--- src/rtl/fhe_instr_scheduler_if.sv ---
// Purpose : Wishbone slave and FHE core issue/complete signals of the instruction scheduler.
// Latency : n/a (signal bundle only).
// Backpressure: Wishbone ack handshake on the bus side, start/done handshake on the core side.
//   slave  modport: the scheduler (receives Wishbone requests, drives the core).
//   master modport: firmware/bus master plus compute core (drives requests and core_done).
interface fhe_instr_scheduler_if #(
    parameter int ADDR_WIDTH = 9
);
    logic                  wbs_stb_i;
    logic                  wbs_cyc_i;
    logic                  wbs_we_i;
    logic [3:0]            wbs_sel_i;
    logic [31:0]           wbs_adr_i;
    logic [31:0]           wbs_dat_i;
    logic                  wbs_ack_o;
    logic [31:0]           wbs_dat_o;
    logic                  core_start;
    logic [1:0]            core_op;
    logic [ADDR_WIDTH-1:0] core_src_a;
    logic [ADDR_WIDTH-1:0] core_src_b;
    logic [ADDR_WIDTH-1:0] core_dst;
    logic                  core_done;
    logic                  irq_o;

    modport slave (
        input  wbs_stb_i, wbs_cyc_i, wbs_we_i, wbs_sel_i, wbs_adr_i, wbs_dat_i,
        output wbs_ack_o, wbs_dat_o,
        output core_start, core_op, core_src_a, core_src_b, core_dst,
        input  core_done,
        output irq_o
    );

    modport master (
        output wbs_stb_i, wbs_cyc_i, wbs_we_i, wbs_sel_i, wbs_adr_i, wbs_dat_i,
        input  wbs_ack_o, wbs_dat_o,
        input  core_start, core_op, core_src_a, core_src_b, core_dst,
        output core_done,
        input  irq_o
    );
endinterface

--- src/rtl/fhe_instr_scheduler.sv ---
// Purpose : queues FHE instruction words written over Wishbone and issues them in order to the core.
// Latency : ack 1 cycle after request; core_start rises 1 edge after the push edge when idle.
// Backpressure: full FIFO drops pushes (sticky overflow); the core is throttled by start/done.
// Ports: wb_clk_i clock, wb_rst_i async active-high reset, bus (fhe_instr_scheduler_if.slave):
//   Wishbone slave (stb/cyc/we/sel/adr/dat_i -> ack/dat_o), core issue (core_start/op/src_a/src_b/dst),
//   core_done completion pulse, irq_o drain interrupt.
// Optional feature: define SCHED_IRQ_EN to enable irq_o and the sticky irq_pending status bit [5].
module fhe_instr_scheduler #(
    parameter int          QDEPTH      = 4,
    parameter int          ADDR_WIDTH  = 9,
    parameter logic [31:0] OPCODE_ADDR = 32'h3000_0000,
    parameter logic [31:0] STATUS_ADDR = 32'h3000_0400
) (
    input  logic                  wb_clk_i,
    input  logic                  wb_rst_i,
    fhe_instr_scheduler_if.slave  bus
);
    localparam int PW = $clog2(QDEPTH);
    localparam int CW = PW + 1;

    typedef enum logic [1:0] {ST_IDLE, ST_ISSUE, ST_WAIT} state_t;

    state_t        state;
    logic [28:0]   fifo_mem [QDEPTH];
    logic [PW-1:0] wr_ptr;
    logic [PW-1:0] rd_ptr;
    logic [CW-1:0] count;
    logic          overflow;
    logic          spurious_done;
    logic [15:0]   comp_cnt;
    logic          irq_bit;

    logic          hit_op, hit_st, acc, wr_op;
    logic          fifo_full, fifo_empty;
    logic          push_req, push, drop, clr, pop;
    logic          done_ok, spur;
    logic [28:0]   head;
    logic [31:0]   status_word;
    logic          unused_ok;

    // Byte selects and the reserved bit 29 carry no meaning here.
    assign unused_ok = ^{bus.wbs_sel_i, bus.wbs_dat_i[29]};

    // A transaction is accepted only on a decoded address while ack is low,
    // so a held strobe produces one ack every second cycle.
    assign hit_op = (bus.wbs_adr_i == OPCODE_ADDR);
    assign hit_st = (bus.wbs_adr_i == STATUS_ADDR);
    assign acc    = bus.wbs_stb_i & bus.wbs_cyc_i & ~bus.wbs_ack_o & (hit_op | hit_st);
    assign wr_op  = acc & bus.wbs_we_i & hit_op;

    // Fullness is judged before any same-cycle pop.
    assign fifo_full  = (count == CW'(QDEPTH));
    assign fifo_empty = (count == '0);
    assign push_req   = wr_op & bus.wbs_dat_i[31];
    assign push       = push_req & ~fifo_full;
    assign drop       = push_req & fifo_full;
    assign clr        = wr_op & ~bus.wbs_dat_i[31] & bus.wbs_dat_i[30];
    assign pop        = (state == ST_IDLE) & ~fifo_empty;
    assign head       = fifo_mem[rd_ptr];

    assign done_ok = (state == ST_WAIT) & bus.core_done;
    assign spur    = (state != ST_WAIT) & bus.core_done;

    // Status reflects register state before any push in the same cycle.
    assign status_word = {comp_cnt,
                          {{(8-CW){1'b0}}, count},
                          2'b00,
                          irq_bit,
                          spurious_done,
                          overflow,
                          (state != ST_IDLE),
                          fifo_full,
                          fifo_empty};

    // Wishbone response: one-cycle ack, read data only during the ack cycle.
    always_ff @(posedge wb_clk_i or posedge wb_rst_i) begin
        if (wb_rst_i) begin
            bus.wbs_ack_o <= 1'b0;
            bus.wbs_dat_o <= '0;
        end else if (acc) begin
            bus.wbs_ack_o <= 1'b1;
            bus.wbs_dat_o <= (hit_st & ~bus.wbs_we_i) ? status_word : 32'h0;
        end else begin
            bus.wbs_ack_o <= 1'b0;
            bus.wbs_dat_o <= '0;
        end
    end

    // Storage needs no reset: occupancy and pointers define what is valid.
    always_ff @(posedge wb_clk_i) begin
        if (push)
            fifo_mem[wr_ptr] <= bus.wbs_dat_i[28:0];
    end

    always_ff @(posedge wb_clk_i or posedge wb_rst_i) begin
        if (wb_rst_i) begin
            wr_ptr        <= '0;
            rd_ptr        <= '0;
            count         <= '0;
            overflow      <= 1'b0;
            spurious_done <= 1'b0;
        end else begin
            if (push)
                wr_ptr <= wr_ptr + 1'b1;
            if (pop)
                rd_ptr <= rd_ptr + 1'b1;
            case ({push, pop})
                2'b10:   count <= count + 1'b1;
                2'b01:   count <= count - 1'b1;
                default: count <= count;
            endcase
            // A new event in the same cycle as a clear wins, so it is never lost.
            overflow      <= (overflow & ~clr) | drop;
            spurious_done <= (spurious_done & ~clr) | spur;
        end
    end

    // Issue sequencer; core_* fields hold the last issued instruction.
    always_ff @(posedge wb_clk_i or posedge wb_rst_i) begin
        if (wb_rst_i) begin
            state          <= ST_IDLE;
            bus.core_start <= 1'b0;
            bus.core_op    <= '0;
            bus.core_src_a <= '0;
            bus.core_src_b <= '0;
            bus.core_dst   <= '0;
            comp_cnt       <= '0;
        end else begin
            case (state)
                ST_IDLE: begin
                    if (!fifo_empty) begin
                        state          <= ST_ISSUE;
                        bus.core_start <= 1'b1;
                        bus.core_op    <= head[1:0];
                        bus.core_src_a <= ADDR_WIDTH'(head[10:2]);
                        bus.core_src_b <= ADDR_WIDTH'(head[19:11]);
                        bus.core_dst   <= ADDR_WIDTH'(head[28:20]);
                    end
                end
                ST_ISSUE: begin
                    state          <= ST_WAIT;
                    bus.core_start <= 1'b0;
                end
                ST_WAIT: begin
                    if (bus.core_done) begin
                        state    <= ST_IDLE;
                        comp_cnt <= comp_cnt + 16'd1;
                    end
                end
                default: begin
                    state          <= ST_IDLE;
                    bus.core_start <= 1'b0;
                end
            endcase
        end
    end

`ifdef SCHED_IRQ_EN
    logic irq_pending;
    logic drained;

    // Queue is drained when this completion leaves nothing queued (no pop can occur in WAIT).
    assign drained = done_ok & fifo_empty & ~push;
    assign irq_bit = irq_pending;

    always_ff @(posedge wb_clk_i or posedge wb_rst_i) begin
        if (wb_rst_i) begin
            bus.irq_o   <= 1'b0;
            irq_pending <= 1'b0;
        end else begin
            bus.irq_o   <= drained;
            irq_pending <= (irq_pending & ~clr) | drained;
        end
    end
`else
    assign irq_bit   = 1'b0;
    assign bus.irq_o = 1'b0;
`endif

endmodule

--- src/flat_wrapper.sv ---
// flat-port wrapper written by rule: the top's interface ports become plain ports
module fhe_instr_scheduler_flat 
#(
    parameter int          QDEPTH      = 4,
    parameter int          ADDR_WIDTH  = 9,
    parameter logic [31:0] OPCODE_ADDR = 32'h3000_0000,
    parameter logic [31:0] STATUS_ADDR = 32'h3000_0400
)
  (wb_clk_i, wb_rst_i, bus_wbs_stb_i, bus_wbs_cyc_i, bus_wbs_we_i, bus_wbs_sel_i, bus_wbs_adr_i, bus_wbs_dat_i, bus_wbs_ack_o, bus_wbs_dat_o, bus_core_start, bus_core_op, bus_core_src_a, bus_core_src_b, bus_core_dst, bus_core_done, bus_irq_o);
  fhe_instr_scheduler_if #(.ADDR_WIDTH(ADDR_WIDTH)) bus_i ();
  input  logic wb_clk_i;
  input  logic wb_rst_i;
  input wire logic [$bits(bus_i.wbs_stb_i)-1:0] bus_wbs_stb_i;
  input wire logic [$bits(bus_i.wbs_cyc_i)-1:0] bus_wbs_cyc_i;
  input wire logic [$bits(bus_i.wbs_we_i)-1:0] bus_wbs_we_i;
  input wire logic [$bits(bus_i.wbs_sel_i)-1:0] bus_wbs_sel_i;
  input wire logic [$bits(bus_i.wbs_adr_i)-1:0] bus_wbs_adr_i;
  input wire logic [$bits(bus_i.wbs_dat_i)-1:0] bus_wbs_dat_i;
  output wire logic [$bits(bus_i.wbs_ack_o)-1:0] bus_wbs_ack_o;
  output wire logic [$bits(bus_i.wbs_dat_o)-1:0] bus_wbs_dat_o;
  output wire logic [$bits(bus_i.core_start)-1:0] bus_core_start;
  output wire logic [$bits(bus_i.core_op)-1:0] bus_core_op;
  output wire logic [$bits(bus_i.core_src_a)-1:0] bus_core_src_a;
  output wire logic [$bits(bus_i.core_src_b)-1:0] bus_core_src_b;
  output wire logic [$bits(bus_i.core_dst)-1:0] bus_core_dst;
  input wire logic [$bits(bus_i.core_done)-1:0] bus_core_done;
  output wire logic [$bits(bus_i.irq_o)-1:0] bus_irq_o;
  assign bus_i.wbs_stb_i = bus_wbs_stb_i;
  assign bus_i.wbs_cyc_i = bus_wbs_cyc_i;
  assign bus_i.wbs_we_i = bus_wbs_we_i;
  assign bus_i.wbs_sel_i = bus_wbs_sel_i;
  assign bus_i.wbs_adr_i = bus_wbs_adr_i;
  assign bus_i.wbs_dat_i = bus_wbs_dat_i;
  assign bus_wbs_ack_o = bus_i.wbs_ack_o;
  assign bus_wbs_dat_o = bus_i.wbs_dat_o;
  assign bus_core_start = bus_i.core_start;
  assign bus_core_op = bus_i.core_op;
  assign bus_core_src_a = bus_i.core_src_a;
  assign bus_core_src_b = bus_i.core_src_b;
  assign bus_core_dst = bus_i.core_dst;
  assign bus_i.core_done = bus_core_done;
  assign bus_irq_o = bus_i.irq_o;
  fhe_instr_scheduler #(.QDEPTH(QDEPTH), .ADDR_WIDTH(ADDR_WIDTH), .OPCODE_ADDR(OPCODE_ADDR), .STATUS_ADDR(STATUS_ADDR)) u_core (.wb_clk_i(wb_clk_i), .wb_rst_i(wb_rst_i), .bus(bus_i));
endmodule
--- config.mk ---
export PLATFORM = sky130hd
export DESIGN_NAME = fhe_instr_scheduler_flat
export DESIGN_NICKNAME = d
export VERILOG_FILES = /design/src/rtl/fhe_instr_scheduler_if.sv /design/src/rtl/fhe_instr_scheduler.sv /design/src/flat_wrapper.sv
export SDC_FILE = /design/constraint.sdc
export NUM_CORES = 1
export LEC_CHECK = 0
export ABC_AREA = 1
export BUFFER_PORTS_ARGS = -buffer_cell sky130_fd_sc_hd__buf_2
export CORE_MARGIN = 10
export CORE_UTILIZATION = 55
export CTS_BUF_LIST = sky130_fd_sc_hd__clkbuf_8
export CTS_CLUSTER_DIAMETER = 30
export DETAILED_ROUTE_END_ITERATION = 10
export PLACE_DENSITY = 0.83
export SYNTH_ARGS = -nofsm -noshare
export SYNTH_HDL_FRONTEND = slang
export SYNTH_SLANG_ARGS = --single-unit
export TNS_END_PERCENT = 1
--- constraint.sdc ---
create_clock -name wb_clk_i -period 2.8 [get_ports wb_clk_i]
set_input_delay 0.28 -clock wb_clk_i [delete_from_list [all_inputs] [get_ports wb_clk_i]]
set_output_delay 0.28 -clock wb_clk_i [all_outputs]
set_load 0.005 [all_outputs]
After elaboration in Yosys (flattened, before gate mapping)
Memories as Yosys holds them, arrays and structs flattened. A register that Yosys moved wholly into a read port is not among the register bits.
Index checks and enable logic that the tools add are counted.
Operators by class
  add/subtract/negate cells: 5
  equal/unequal tests: 10
  multiplexer cells: 11
  bitwise gates (word level): 25
  reductions and logical operators: 8
Operators with widths (count)
  equality test 32 x 30 -> 1 bit, second input constant: 2
  two-way mux 32 bit: 2
  adder 16 x 1 -> 16 bit, second input constant: 1
  bitwise AND 1 bit: 15
  AND reduction 2 bit: 4
  NOT 1 bit: 7
  != test 2 bit, second input constant: 3
  one-hot mux 2 bit (3 select lines): 1
  one-hot mux 3 bit (2 select lines): 1
  adder 2 x 1 -> 2 bit, second input constant: 2
  equality test 2 x 1 -> 1 bit, second input constant: 2
  equality test 2 bit, second input constant: 2
  two-way mux 1 bit: 4
  two-way mux 2 bit: 2
  nonzero test 2 bit: 2
  adder 3 x 1 -> 3 bit, second input constant: 1
  equality test 3 bit, second input constant: 1
  zero test 3 bit: 1
  OR 1 bit: 3
  subtractor 3 x 1 -> 3 bit, second input constant: 1
  zero test 2 bit: 1
  one-hot mux 1 bit (2 select lines): 1
Word-level totals
  flip-flop bits (word level): 61
  RAM bits: 116
  input bits: 74
  output and inout port bits: 64
  logic and storage cells: 70
  memories kept: 1
Memory list
  u_core.fifo_mem: words 4, bits a word 29, read ports 1, clocked after memory_dff 1, write ports 1, RTL line fhe_instr_scheduler.sv:24  | logic [28:0] fifo_mem [QDEPTH];

Depth between registers and ports, before layout
Gate-level depths: netlist of run 1.
  word-level depth: 10
  gate-level depth with buffers: 13
  gate-level depth less buffers: 12

Worst setup path after synthesis of run 1
OpenSTA, ideal clock, no wires.
  kind: input -> register
  from: in bus_wbs_adr_i[7]
  to: mem u_core.fifo_mem[0][0] (enable)
  setup time: 0.415 ns
  arrival time: 2.233 ns
  data required time: 2.385 ns
  path slack: 0.152 ns
  cell stages on the path: 7
  path buffers: 0
  path through: nor2_1 > nand2_1 > nor2_1 > nand2_1 > nor2_1 > nand4_2 > nor2_1
Between the ends
  cells in the longest elaborated chain, start to end: 9
  elaborated cells on any way between the ends: 10
  classes of those cells: eq/ne: 2; mux: 2; bitwise: 6
RTL lines
  start, declared: RTL line flat_wrapper.sv:17  | input wire logic [$bits(bus_i.wbs_adr_i)-1:0] bus_wbs_adr_i;
  equality test 32 x 30 -> 1 bit (on tied branches): RTL line fhe_instr_scheduler.sv:46, fhe_instr_scheduler.sv:47
  OR 1 bit: RTL line fhe_instr_scheduler.sv:48  | assign acc = bus.wbs_stb_i & bus.wbs_cyc_i & ~bus.wbs_ack_o & (hit_op | hit_st);
  bitwise AND 1 bit: RTL line fhe_instr_scheduler.sv:48
  bitwise AND 1 bit: RTL line fhe_instr_scheduler.sv:49  | assign wr_op = acc & bus.wbs_we_i & hit_op;
  bitwise AND 1 bit *: RTL line fhe_instr_scheduler.sv:49
  bitwise AND 1 bit *: RTL line fhe_instr_scheduler.sv:54  | assign push_req = wr_op & bus.wbs_dat_i[31];
  bitwise AND 1 bit *: RTL line fhe_instr_scheduler.sv:55  | assign push = push_req & ~fifo_full;
  two-way mux 1 bit *: RTL line fhe_instr_scheduler.sv:91  | if (push)
  two-way mux 1 bit (implied by the code) *: RTL line fhe_instr_scheduler.sv:92  | fifo_mem[wr_ptr] <= bus.wbs_dat_i[28:0];
  end, declared: RTL line fhe_instr_scheduler.sv:24
Every way passes the cells marked *; elsewhere a longest branch is shown, timed or not.

Worst setup path in the final report of run 1
  from: reg u_core.count[0]
  to: reg u_core.count[2]
Between the ends
  cells in the longest elaborated chain, start to end: 5
  elaborated cells on any way between the ends: 12
  classes of those cells: add/sub: 2; eq/ne: 3; mux: 1; bitwise: 4; reduce/logical: 2
RTL lines
  start, declared: RTL line fhe_instr_scheduler.sv:27  | logic [CW-1:0] count;
  start signal, assigned: RTL line fhe_instr_scheduler.sv:108  | 2'b10: count <= count + 1'b1;
  start signal, assigned: RTL line fhe_instr_scheduler.sv:109  | 2'b01: count <= count - 1'b1;
  start signal, assigned: RTL line fhe_instr_scheduler.sv:110  | default: count <= count;
  equality test 3 bit / zero test 3 bit (equally long branches): RTL line fhe_instr_scheduler.sv:52, fhe_instr_scheduler.sv:53
  NOT 1 bit (on tied branches)
  bitwise AND 1 bit (on tied branches): RTL line fhe_instr_scheduler.sv:55, fhe_instr_scheduler.sv:58
  equality test 2 x 1 -> 1 bit / equality test 2 bit (equally long branches): RTL line fhe_instr_scheduler.sv:107  | case ({push, pop})
  one-hot mux 3 bit (2 select lines) / nonzero test 2 bit (equally long branches)
Parallel ways exist; a longest one is shown, timed or not.
A chain may end at the register's enable or synchronous reset.

==> results of run 1 <==
==> flip-flops by register name (all words and copies together) (netlist names), 2 cells and up <==
signal / flops
u_core.count: 3
u_core.bus.core_dst: 9
u_core.bus.core_src_a: 9
u_core.state: 2
u_core.comp_cnt: 16
u_core.fifo_mem: 116
u_core.wr_ptr: 2
u_core.bus.core_op: 2
u_core.bus.core_src_b: 9
u_core.rd_ptr: 2
u_core.bus.wbs_dat_o: 24
==> per-layer routing <==
layer / part of all wire (%) / global-route usage (%) / vias up / routed length [um]
li1: - / - / 2617 / -
met1: 39 / 18.66 / 2500 / 6366
met2: 52 / 28.99 / 161 / 8419
met3: 7.8 / 5.815 / 18 / 1266
met4: 1.1 / 5.543 / 0 / 185
met5: 0 / 0 / - / 0
==> power by group through the flow <==
| stage | Sequential, mW | Combinational (mW) | Clock (mW) |
|---|---|---|---|
| final | 3.64 | 2.25 | 1.79 |
| after floorplan | 3.68 | 1.57 | 0 |
| after detailed placement | 3.70 | 2.25 | 0 |
| after global placement | 3.70 | 2.15 | 0 |
| after CTS | 3.64 | 2.28 | 1.82 |
| after global routing | 3.69 | 2.56 | 1.95 |
==> synth_stat cells (2+ instances only) <==
library cell and count:
buf_2 17, o21ai_1 9, nor2_2 2, inv_2 5, buf_4 10, a31oi_1 29
nand2_1 50, nand3_1 10, edfxtp_1 116, a21oi_1 2, xor2_1 15, o21ai_0 52
ha_1 6, nor3_1 2, dfrtp_1 82, nor2_1 216, nor2_4 2, inv_1 66
clkbuf_1 8, nand4_1 6
==> cell type report <==
type | count | area (um^2)
Timing Repair Buffer | 152 | 933.4
Clock buffer | 21 | 289.0
Tap cell | 180 | 225.2
Clock inverter | 11 | 112.6
Sequential cell | 198 | 5537
Fill cell | 1007 | 4647
Multi-Input combinational cell | 420 | 2023
Inverter | 71 | 267.8
Antenna cell | 3 | 7.507
==> worst paths after layout <==
check                                                             to  depth (start not counted)  slack (ns)
max in group asynchronous            u_core.comp_cnt[11]$_DFFE_PP0P_                          4        1.52
min in group asynchronous       u_core.bus.core_src_a[3]$_DFFE_PP0P_                          3        0.49
worst min register to register        u_core.spurious_done$_DFF_PP0_                          2        0.48
worst max register to register           u_core.count[2]$_DFFE_PP0P_                         11        0.47
worst min-delay path                 u_core.fifo_mem[2][8]$_DFFE_PP_                          1        0.03
worst max-delay path                     u_core.count[2]$_DFFE_PP0P_                         11        0.47
==> worst max-delay path, stage by stage, from the launching register on <==
cell and delay (ns):
dfrtp_1 0.41, nor2_1 0.14, inv_2 0.06, nor2_1 0.13
inv_1 0.10, nand4_2 0.29, ha_1 0.21, inv_1 0.06
fa_1 0.37, a21oi_1 0.15, o21ai_0 0.13, xor2_1 0.16
==> kinds of logic after synthesis <==
family	Yosys count
flip-flops	198
AO/OA/AOI/OAI	92
AND/OR/NAND/NOR	295
other	1
buffers and inverters	107
XOR/XNOR	17
adder cells (fa/ha/maj)	7
==> per-stage QoR <==
| stage | setup WS [ns] | power (mW) |
|---|---|---|
| floorplan | 0.1521 | 5.247 |
| global placement | 0.4310 | 5.842 |
| detailed placement | 0.4089 | 5.956 |
| CTS | 0.4548 | 7.737 |
| global route | 0.2476 | 8.196 |
| finish | 0.4678 | 7.675 |
==> impl_metrics.tcl, run 1 <==
set metrics [dict create \
    dieArea_um2 19690 \
    period_minus_slack_ns 2.332 \
    initial_core_util_pct 56.69 \
    synth_area_leaders "edfxtp_1, dfrtp_1, nor2_1" \
    hold_viol 0 \
    peakVddDrop_mv 0.6707 \
    ctsResizeCount 0 \
    maxCapViolations 0 \
    clkPwrFrac_pct 23.3 \
    area_growth_pct 18.03 \
    dp.cells 1001 \
    place_area_um2 8786 \
    num_vias 5296 \
    p_per_area_nw_per_um2 816.9 \
    final_max_slew_viol_count 0 \
    track_usage_pct 16.68 \
    synth_top_cell_by_area "edfxtp_1" \
    cts.clk_slew.worst_paths_ns 0.09 \
    port_buffers 123 \
    r2r_start "u_core.count[0]$_DFFE_PP0P_" \
    fin_area_um2 9395 \
    placementRows 43 \
    synth-simple-area-share_pct 15.22 \
    clkSinkCount 198 \
    die_w_um 140.3 \
    synth_top_area_share_pct 43.76 \
    postCtsSetupBuffers 0 \
    hp-class "in -> reg" \
    fin_setup_tns_ns 0 \
    ys_seq_area_share_pct 69.54 \
    clk-insertion-delay-late_ns 0.46 \
    internal_power_mw 5.047 \
    sw_frac_of_total_pct 34.24 \
    drtIter0Drc 383 \
    synth_warnings 0 \
    gr-total-overflow 0 \
    power_switching_mw 2.628 \
    post_synth_num_cell_types 32 \
    gp_congestion 0.7995 \
    synth-compound-area-share_pct 6.240 \
    drt_first_pass_iters 5 \
    async_flop_share_pct 41.41 \
    finalClockSkew_ns 0.01371 \
    layout_common_cells "nor2_1, buf_2, edfxtp_1" \
    via_per_inst 5.015 \
    clk_path_buf_depth 2 \
    status "complete, no violations" \
    period_share_pct 83.29 \
    hold_slack_ns 0.03403 \
    setup_viol 0 \
    wl_um 16240 \
    criticalPathCategory "reg -> reg" \
    tightest_slew_ns 0.8903 \
    finalNetCount 941 \
    hp-start "bus_wbs_dat_i[8]" \
    crit_fanout 7 \
    max_freq_mhz 428.8 \
    crit_arrival_ns 2.67 \
    synth_flop_cell "edfxtp_1" \
    synth_xor_area_share_pct 1.965 \
    drive_above_1_share_pct 21.31 \
    synthMuxAreaShare_pct 0 \
    hold_buffers 18 \
    start_kind "register" \
    p_comb_share_pct 29.3 \
    synth-edff-count 116 \
    synth_area_um2 7960 \
    rsz0062_at_grt "no" \
    cts_tree "done" \
    hpwl_um 10500 \
    synth_top_family_by_area "simple AND/OR/NAND/NOR gates" \
    wl_per_cell_um 15.38 \
    p_leak_nw 4.089 \
    drc 0 \
    grt_max_degree 60 \
    critPathRequiredTime_ns 3.13 \
    htree_levels 4 \
    die_y_um 140.3 \
    synth_fa_ha_area_share_pct 1.195 \
    cp-end-kind "register" \
    coreArea_um2 14040 \
    pin_count 138 \
    netlist_instances 717 \
    clock-root-buffer "clkbuf_8" \
    layout_commonest_cell "nor2_1" \
    grt_pass1_wl_um 26100 \
    cts_buffers 17 \
    syn_avg_cell_area_um2 11.10 \
    first_global_vias 5316 \
    startpoint "u_core.count[0]$_DFFE_PP0P_" \
    pwr-share-seq_pct 47.5 \
    antenna_found_initial 3 \
    final_util_pct 66.91 \
    fin_cells 1056 \
    synth_seq_cells 198 \
    postRouteAntennaNets 0 \
    slew-limit-headroom_pct 40.56 \
]
(Power assumes the default switching activity.)
==> run 2: changes to the inputs <==
- CORE_UTILIZATION: 55 -> 52
- PLACE_DENSITY: 0.83 -> 0.82
- clock period: 2.8 -> 1.93 ns (I/O delays scaled with it)
==> run 2 against run 1 <==
Against the previous run:
- sequential power grew 45%
- global-route usage shrank 0.14 points
- critical path depth is the same
- critical endpoint unchanged
- non-clock buffer count grew 34
- via count grew 3.2%
- sequential share of layout area shrank 2.2 points
==> impl_metrics.tcl, run 2 (synthesis results as in run 1) <==
set metrics [dict create \
    status "complete, no violations" \
    top_layer "met4" \
    die_w_um 143.7 \
    fin_cells 1095 \
    clk_path_buf_depth 2 \
    p_per_area_nw_per_um2 1173 \
    dieArea_um2 20660 \
    crit_arrival_ns 2.18 \
    largest_reg_flops 116 \
    gr-total-overflow 0 \
    antennaDiodeCount 0 \
    hpwl_um 10740 \
    max_freq_mhz 547.4 \
    cpMostUsedCell "inv_1" \
    finalClockSkew_ns 0.01414 \
    final_max_slew_viol_count 0 \
    die_y_um 143.7 \
    maxCapViolations 0 \
    cts.clk_slew.worst_paths_ns 0.10 \
    postCtsSetupBuffers 0 \
    final_util_pct 64.73 \
    peakVddDrop_mv 0.7707 \
    coreArea_um2 15090 \
    period_share_pct 94.66 \
    cpPeakStageDelay_ns 0.40 \
    placementRows 45 \
    p_leak_nw 4.254 \
    drive_above_1_share_pct 23.48 \
    clkSinkCount 198 \
    drtIter0Drc 326 \
    crit_slowest_cell "dfrtp_1" \
    grt_max_degree 60 \
    dp.cells 1031 \
    hold_viol 0 \
    criticalPathCategory "reg -> reg" \
    worstHoldEndpoint "u_core.bus.wbs_dat_o[10]$_DFF_PP0_" \
    initial_core_util_pct 52.75 \
    worstReg2RegEnd "u_core.count[2]$_DFFE_PP0P_" \
    track_usage_pct 16.54 \
    cp-end-kind "register" \
    wl_per_cell_um 15.10 \
    clock-root-buffer "clkbuf_8" \
    period_minus_slack_ns 1.827 \
    antenna_found_initial 0 \
    area_growth_pct 22.70 \
    multiInputGateArea_um2 2042 \
    seqCellArea_um2 5537 \
    slew-limit-headroom_pct 57.46 \
    wl_met3_um 1013 \
    num_vias 5466 \
    fill_cells 1147 \
    place_area_um2 9039 \
    fin_setup_tns_ns 0 \
    crit_chain "nor2_2, inv_2, nor2_4, inv_1, nand4_2, ha_1, inv_1, fa_2, a21oi_2, o21ai_1, xor2_1" \
    critPathRequiredTime_ns 2.29 \
    start_kind "register" \
    htree_levels 4 \
    m1WireLength_um 6788 \
    tightest_slew_ns 0.6382 \
    rrSetupSlack_ns 0.10 \
    grt_pass1_wl_um 26370 \
    reg2reg_depth 11 \
    hold_depth 4 \
    port_buffers 123 \
    cts_tree "done" \
    finalNetCount 975 \
    route.met2.wl_um 8564 \
    via_per_inst 4.992 \
    hp-class "in -> reg" \
    r2r_start "u_core.count[0]$_DFFE_PP0P_" \
    wl_um 16530 \
    layout_common_cells "nor2_1, buf_2, edfxtp_1" \
    top_regs "u_core.fifo_mem: 116 flops, u_core.bus.wbs_dat_o: 24 flops, u_core.comp_cnt: 16 flops" \
    drc 0 \
    fin_area_um2 9767 \
    pin_count 138 \
    cts_buffers 17 \
    layout_commonest_cell "nor2_1" \
    rsz0062_at_grt "no" \
    crit_fanout 3 \
    postRouteAntennaNets 0 \
    layout_setup_ws_ns 0.1031 \
    drt_first_pass_iters 5 \
    first_global_vias 5376 \
    regMostFlops "u_core.fifo_mem" \
    clk-insertion-delay-late_ns 0.47 \
    gp_congestion 0.7855 \
    dp_slack_ns -0.05363 \
    p_total_mw 11.45 \
    hp-start "bus_wbs_we_i" \
    hold_slack_ns 0.04381 \
    setup_viol 0 \
]
==> run 2: cell count changes in the layout (fill, tap and decap cells not counted), moves of 2 or more <==
cell	previous run	this run
buf_12	4	10
diode_2	3	0
clkinv_4	1	4
dlygate4sd3_1	20	32
clkbuf_8	21	18
nor2_1	212	210
buf_4	5	21
==> run 2: worst max-delay path, delay by kind of cell, from the launching register on <==
kind / cells / cell delay, ns
simple gates: 3 / 0.31
buf+inv: 3 / 0.18
compound gates: 2 / 0.20
flops: 1 / 0.40
xor+xnor: 1 / 0.14
fa+ha+maj: 2 / 0.49
==> run 2: layout make-up <==
type                            instances  area share, %
Clock inverter                         14          1.448
Timing Repair Buffer                  186          13.25
Tap cell                              188          2.408
Inverter                               71          2.767
Sequential cell                       198          56.69
Clock buffer                           18          2.537
Multi-Input combinational cell        420          20.91
==> run 2: power by group <==
part           internal [mW]  switching (mW)  total (mW)
Sequential              4.97           0.312        5.28
Combinational           1.45            2.17        3.62
Clock                   1.09            1.46        2.55
Total                   7.51            3.94        11.5
==> run 2: worst max-delay path by stage <==
stage | to | slack (ns) | startpoint | depth (start not counted)
after floorplan | u_core.fifo_mem[0][0]$_DFFE_PP_ | -0.20 | bus_wbs_adr_i[7] | 7
after global placement | u_core.count[2]$_DFFE_PP0P_ | -0.01 | u_core.count[0]$_DFFE_PP0P_ | 11
after detailed placement | u_core.count[2]$_DFFE_PP0P_ | -0.05 | u_core.count[0]$_DFFE_PP0P_ | 11
after CTS | u_core.count[2]$_DFFE_PP0P_ | 0.005 | u_core.count[0]$_DFFE_PP0P_ | 11
after global routing | u_core.count[2]$_DFFE_PP0P_ | 0.01 | u_core.count[0]$_DFFE_PP0P_ | 11
final | u_core.count[2]$_DFFE_PP0P_ | 0.10 | u_core.count[0]$_DFFE_PP0P_ | 11
==> run 2: timing repair <==
item | 4_1_cts | 5_1_grt
hold endpoints to repair | 132 | 0
resized for setup | 3 | 4
hold buffers | 32 | 0
setup endpoints to repair | 1 | 1
pin swaps | 0 | 1
==> run 2: layer usage <==
metal  GRT usage [%]  vias up
li1                -     2688
met2           29.33      143
met1           18.88     2613
met4           5.266        0
met5               0        -
met3           4.620       22
==> run 3: changes to the inputs <==
- CORE_MARGIN: 10 -> 1
- RECOVER_POWER: unset -> 25
==> run 3 against run 2 <==
Against the previous run:
- clock power increased by 2%
- critical path depth decreased by 3
- non-clock buffer count fell by 2
- sequential power increased by 1%
- final area about the same
- first-iteration DRC count up 10%
- critical endpoint is now u_core.fifo_mem[0][26]$_DFFE_PP_
- largest cell class unchanged
- largest power group unchanged
==> impl_metrics.tcl, run 3 (synthesis results as in run 1) <==
set metrics [dict create \
    cpPeakStageDelay_ns 0.39 \
    p_total_mw 11.49 \
    maxCapViolations 0 \
    max_freq_mhz 542.8 \
    setup_viol 0 \
    critPathRequiredTime_ns 2.13 \
    pin_count 138 \
    grt_pass1_wl_um 25330 \
    gp_congestion 0.7873 \
    wl_met3_um 892 \
    via_per_inst 5.015 \
    status "complete, no violations" \
    port_buffers 123 \
    fin_area_um2 9763 \
    wl_per_cell_um 14.46 \
    wl_um 15750 \
    dieArea_um2 15810 \
    crit_slowest_cell "dfrtp_1" \
    final_util_pct 66.17 \
    m1WireLength_um 6367 \
    seqCellArea_um2 5537 \
    clkSinkCount 198 \
    hold_slack_ns 0.05966 \
    drive_above_1_share_pct 20.66 \
    largest_reg_flops 116 \
    peakVddDrop_mv 0.8336 \
    num_vias 5461 \
    finalClockSkew_ns 0.01659 \
    multiInputGateArea_um2 2066 \
    top_layer "met4" \
    crit_fanout 8 \
    clk-insertion-delay-late_ns 0.47 \
    p_leak_nw 4.167 \
    htree_levels 4 \
    p_comb_share_pct 30.8 \
    layout_common_cells "nor2_1, edfxtp_1, buf_2" \
    postRouteAntennaNets 0 \
    hold_viol 0 \
    fill_cells 1101 \
    power_switching_mw 4.042 \
    crit_chain "nor2_2, nand2_2, inv_2, nand4_4, buf_4, buf_4, nor2_4, clkbuf_16" \
    track_usage_pct 21.20 \
    die_w_um 125.7 \
    cts_buffers 17 \
    clkPwrFrac_pct 22.6 \
    route.met2.wl_um 8200 \
    hpwl_um 9447 \
    criticalPathCategory "reg -> reg" \
    place_area_um2 8996 \
    start_kind "register" \
    finalNetCount 973 \
    final_max_slew_viol_count 0 \
    rrSetupSlack_ns 0.09 \
    fin_cells 1089 \
    grt_max_degree 83 \
    regMostFlops "u_core.fifo_mem" \
    internal_power_mw 7.451 \
    gr-total-overflow 0 \
    clk_path_buf_depth 2 \
    drt_first_pass_iters 5 \
    hp-class "in -> reg" \
    period_share_pct 95.45 \
    cpMostUsedCell "buf_4" \
    p_per_area_nw_per_um2 1177 \
    antennaDiodeCount 0 \
    drtIter0Drc 360 \
    placementRows 44 \
    pwr-share-seq_pct 46.6 \
    coreArea_um2 14750 \
    cts.clk_slew.worst_paths_ns 0.10 \
    dp.cells 1022 \
    layout_commonest_cell "nor2_1" \
    initial_core_util_pct 53.95 \
    cts_tree "done" \
    top_regs "u_core.fifo_mem: 116 flops, u_core.bus.wbs_dat_o: 24 flops, u_core.comp_cnt: 16 flops" \
    antenna_found_initial 0 \
    period_minus_slack_ns 1.842 \
    crit_arrival_ns 2.04 \
    die_y_um 125.7 \
    slew-limit-headroom_pct 57.56 \
    first_global_vias 5464 \
    area_growth_pct 22.65 \
    cp-end-kind "register" \
    tightest_slew_ns 0.6366 \
    clock-root-buffer "clkbuf_8" \
    drc 0 \
    sw_frac_of_total_pct 35.17 \
]
[run 3: worst paths after layout]
kind | end | startpoint | cells after the start
worst max-delay path | u_core.fifo_mem[0][26]$_DFFE_PP_ | u_core.bus.wbs_ack_o$_DFF_PP0_ | 8
worst min-delay path | u_core.bus.wbs_dat_o[1]$_DFF_PP0_ | bus_wbs_we_i | 4
worst max register to register | u_core.fifo_mem[0][26]$_DFFE_PP_ | u_core.bus.wbs_ack_o$_DFF_PP0_ | 8
worst min register to register | u_core.comp_cnt[15]$_DFFE_PP0P_ | u_core.comp_cnt[15]$_DFFE_PP0P_ | 2
max in group asynchronous | u_core.rd_ptr[0]$_DFFE_PP0P_ | wb_rst_i | 4
min in group asynchronous | u_core.bus.wbs_dat_o[30]$_DFF_PP0_ | wb_rst_i | 4
[run 3: layout make-up]
class | count | area share, %
flip-flops and latches | 198 | 56.71
multi-input cells | 420 | 21.16
repair buffers | 184 | 12.91
inverters | 71 | 2.768
clock buffers | 17 | 2.397
well taps | 184 | 2.358
clock inverters | 15 | 1.704
[run 3: worst max-delay path, delay by kind of cell, from the launching register on]
family | cells | cell delay, ns
simple gates | 4 | 0.56
buf+inv | 4 | 0.63
flops | 1 | 0.39
[run 3: timing repair]
item                       in CTS  in global routing
buffers inserted                0                  2
resized for setup               2                 12
pin swaps                       0                  7
hold endpoints to repair      202                  0
gates cloned                    0                  1
setup endpoints to repair       1                  2
hold buffers                   32                  0
[run 3: per-stage QoR]
step                      TNS [ns]  setup slack [ns]
final                            0           0.08786
after CTS                        0           0.02304
after detailed placement  -0.01746          -0.01746
after floorplan             -23.39           -0.2010
after global placement           0          0.002357
after global routing      -0.01216         -0.002701
[run 3: layer usage]
metal	up-vias	track usage [%]
li1	2680	-
met1	2548	23.97
met2	202	37.48
met3	31	5.013
met4	0	10.90
met5	-	0
[run 3: power by group through the flow]
stage	sequential, mW	combinational [mW]	clock [mW]
after floorplan	5.34	2.28	0
after global placement	5.40	3.24	0
after detailed placement	5.42	3.37	0
after CTS	5.34	3.45	2.63
after global routing	5.40	4.00	2.79
final	5.35	3.54	2.60
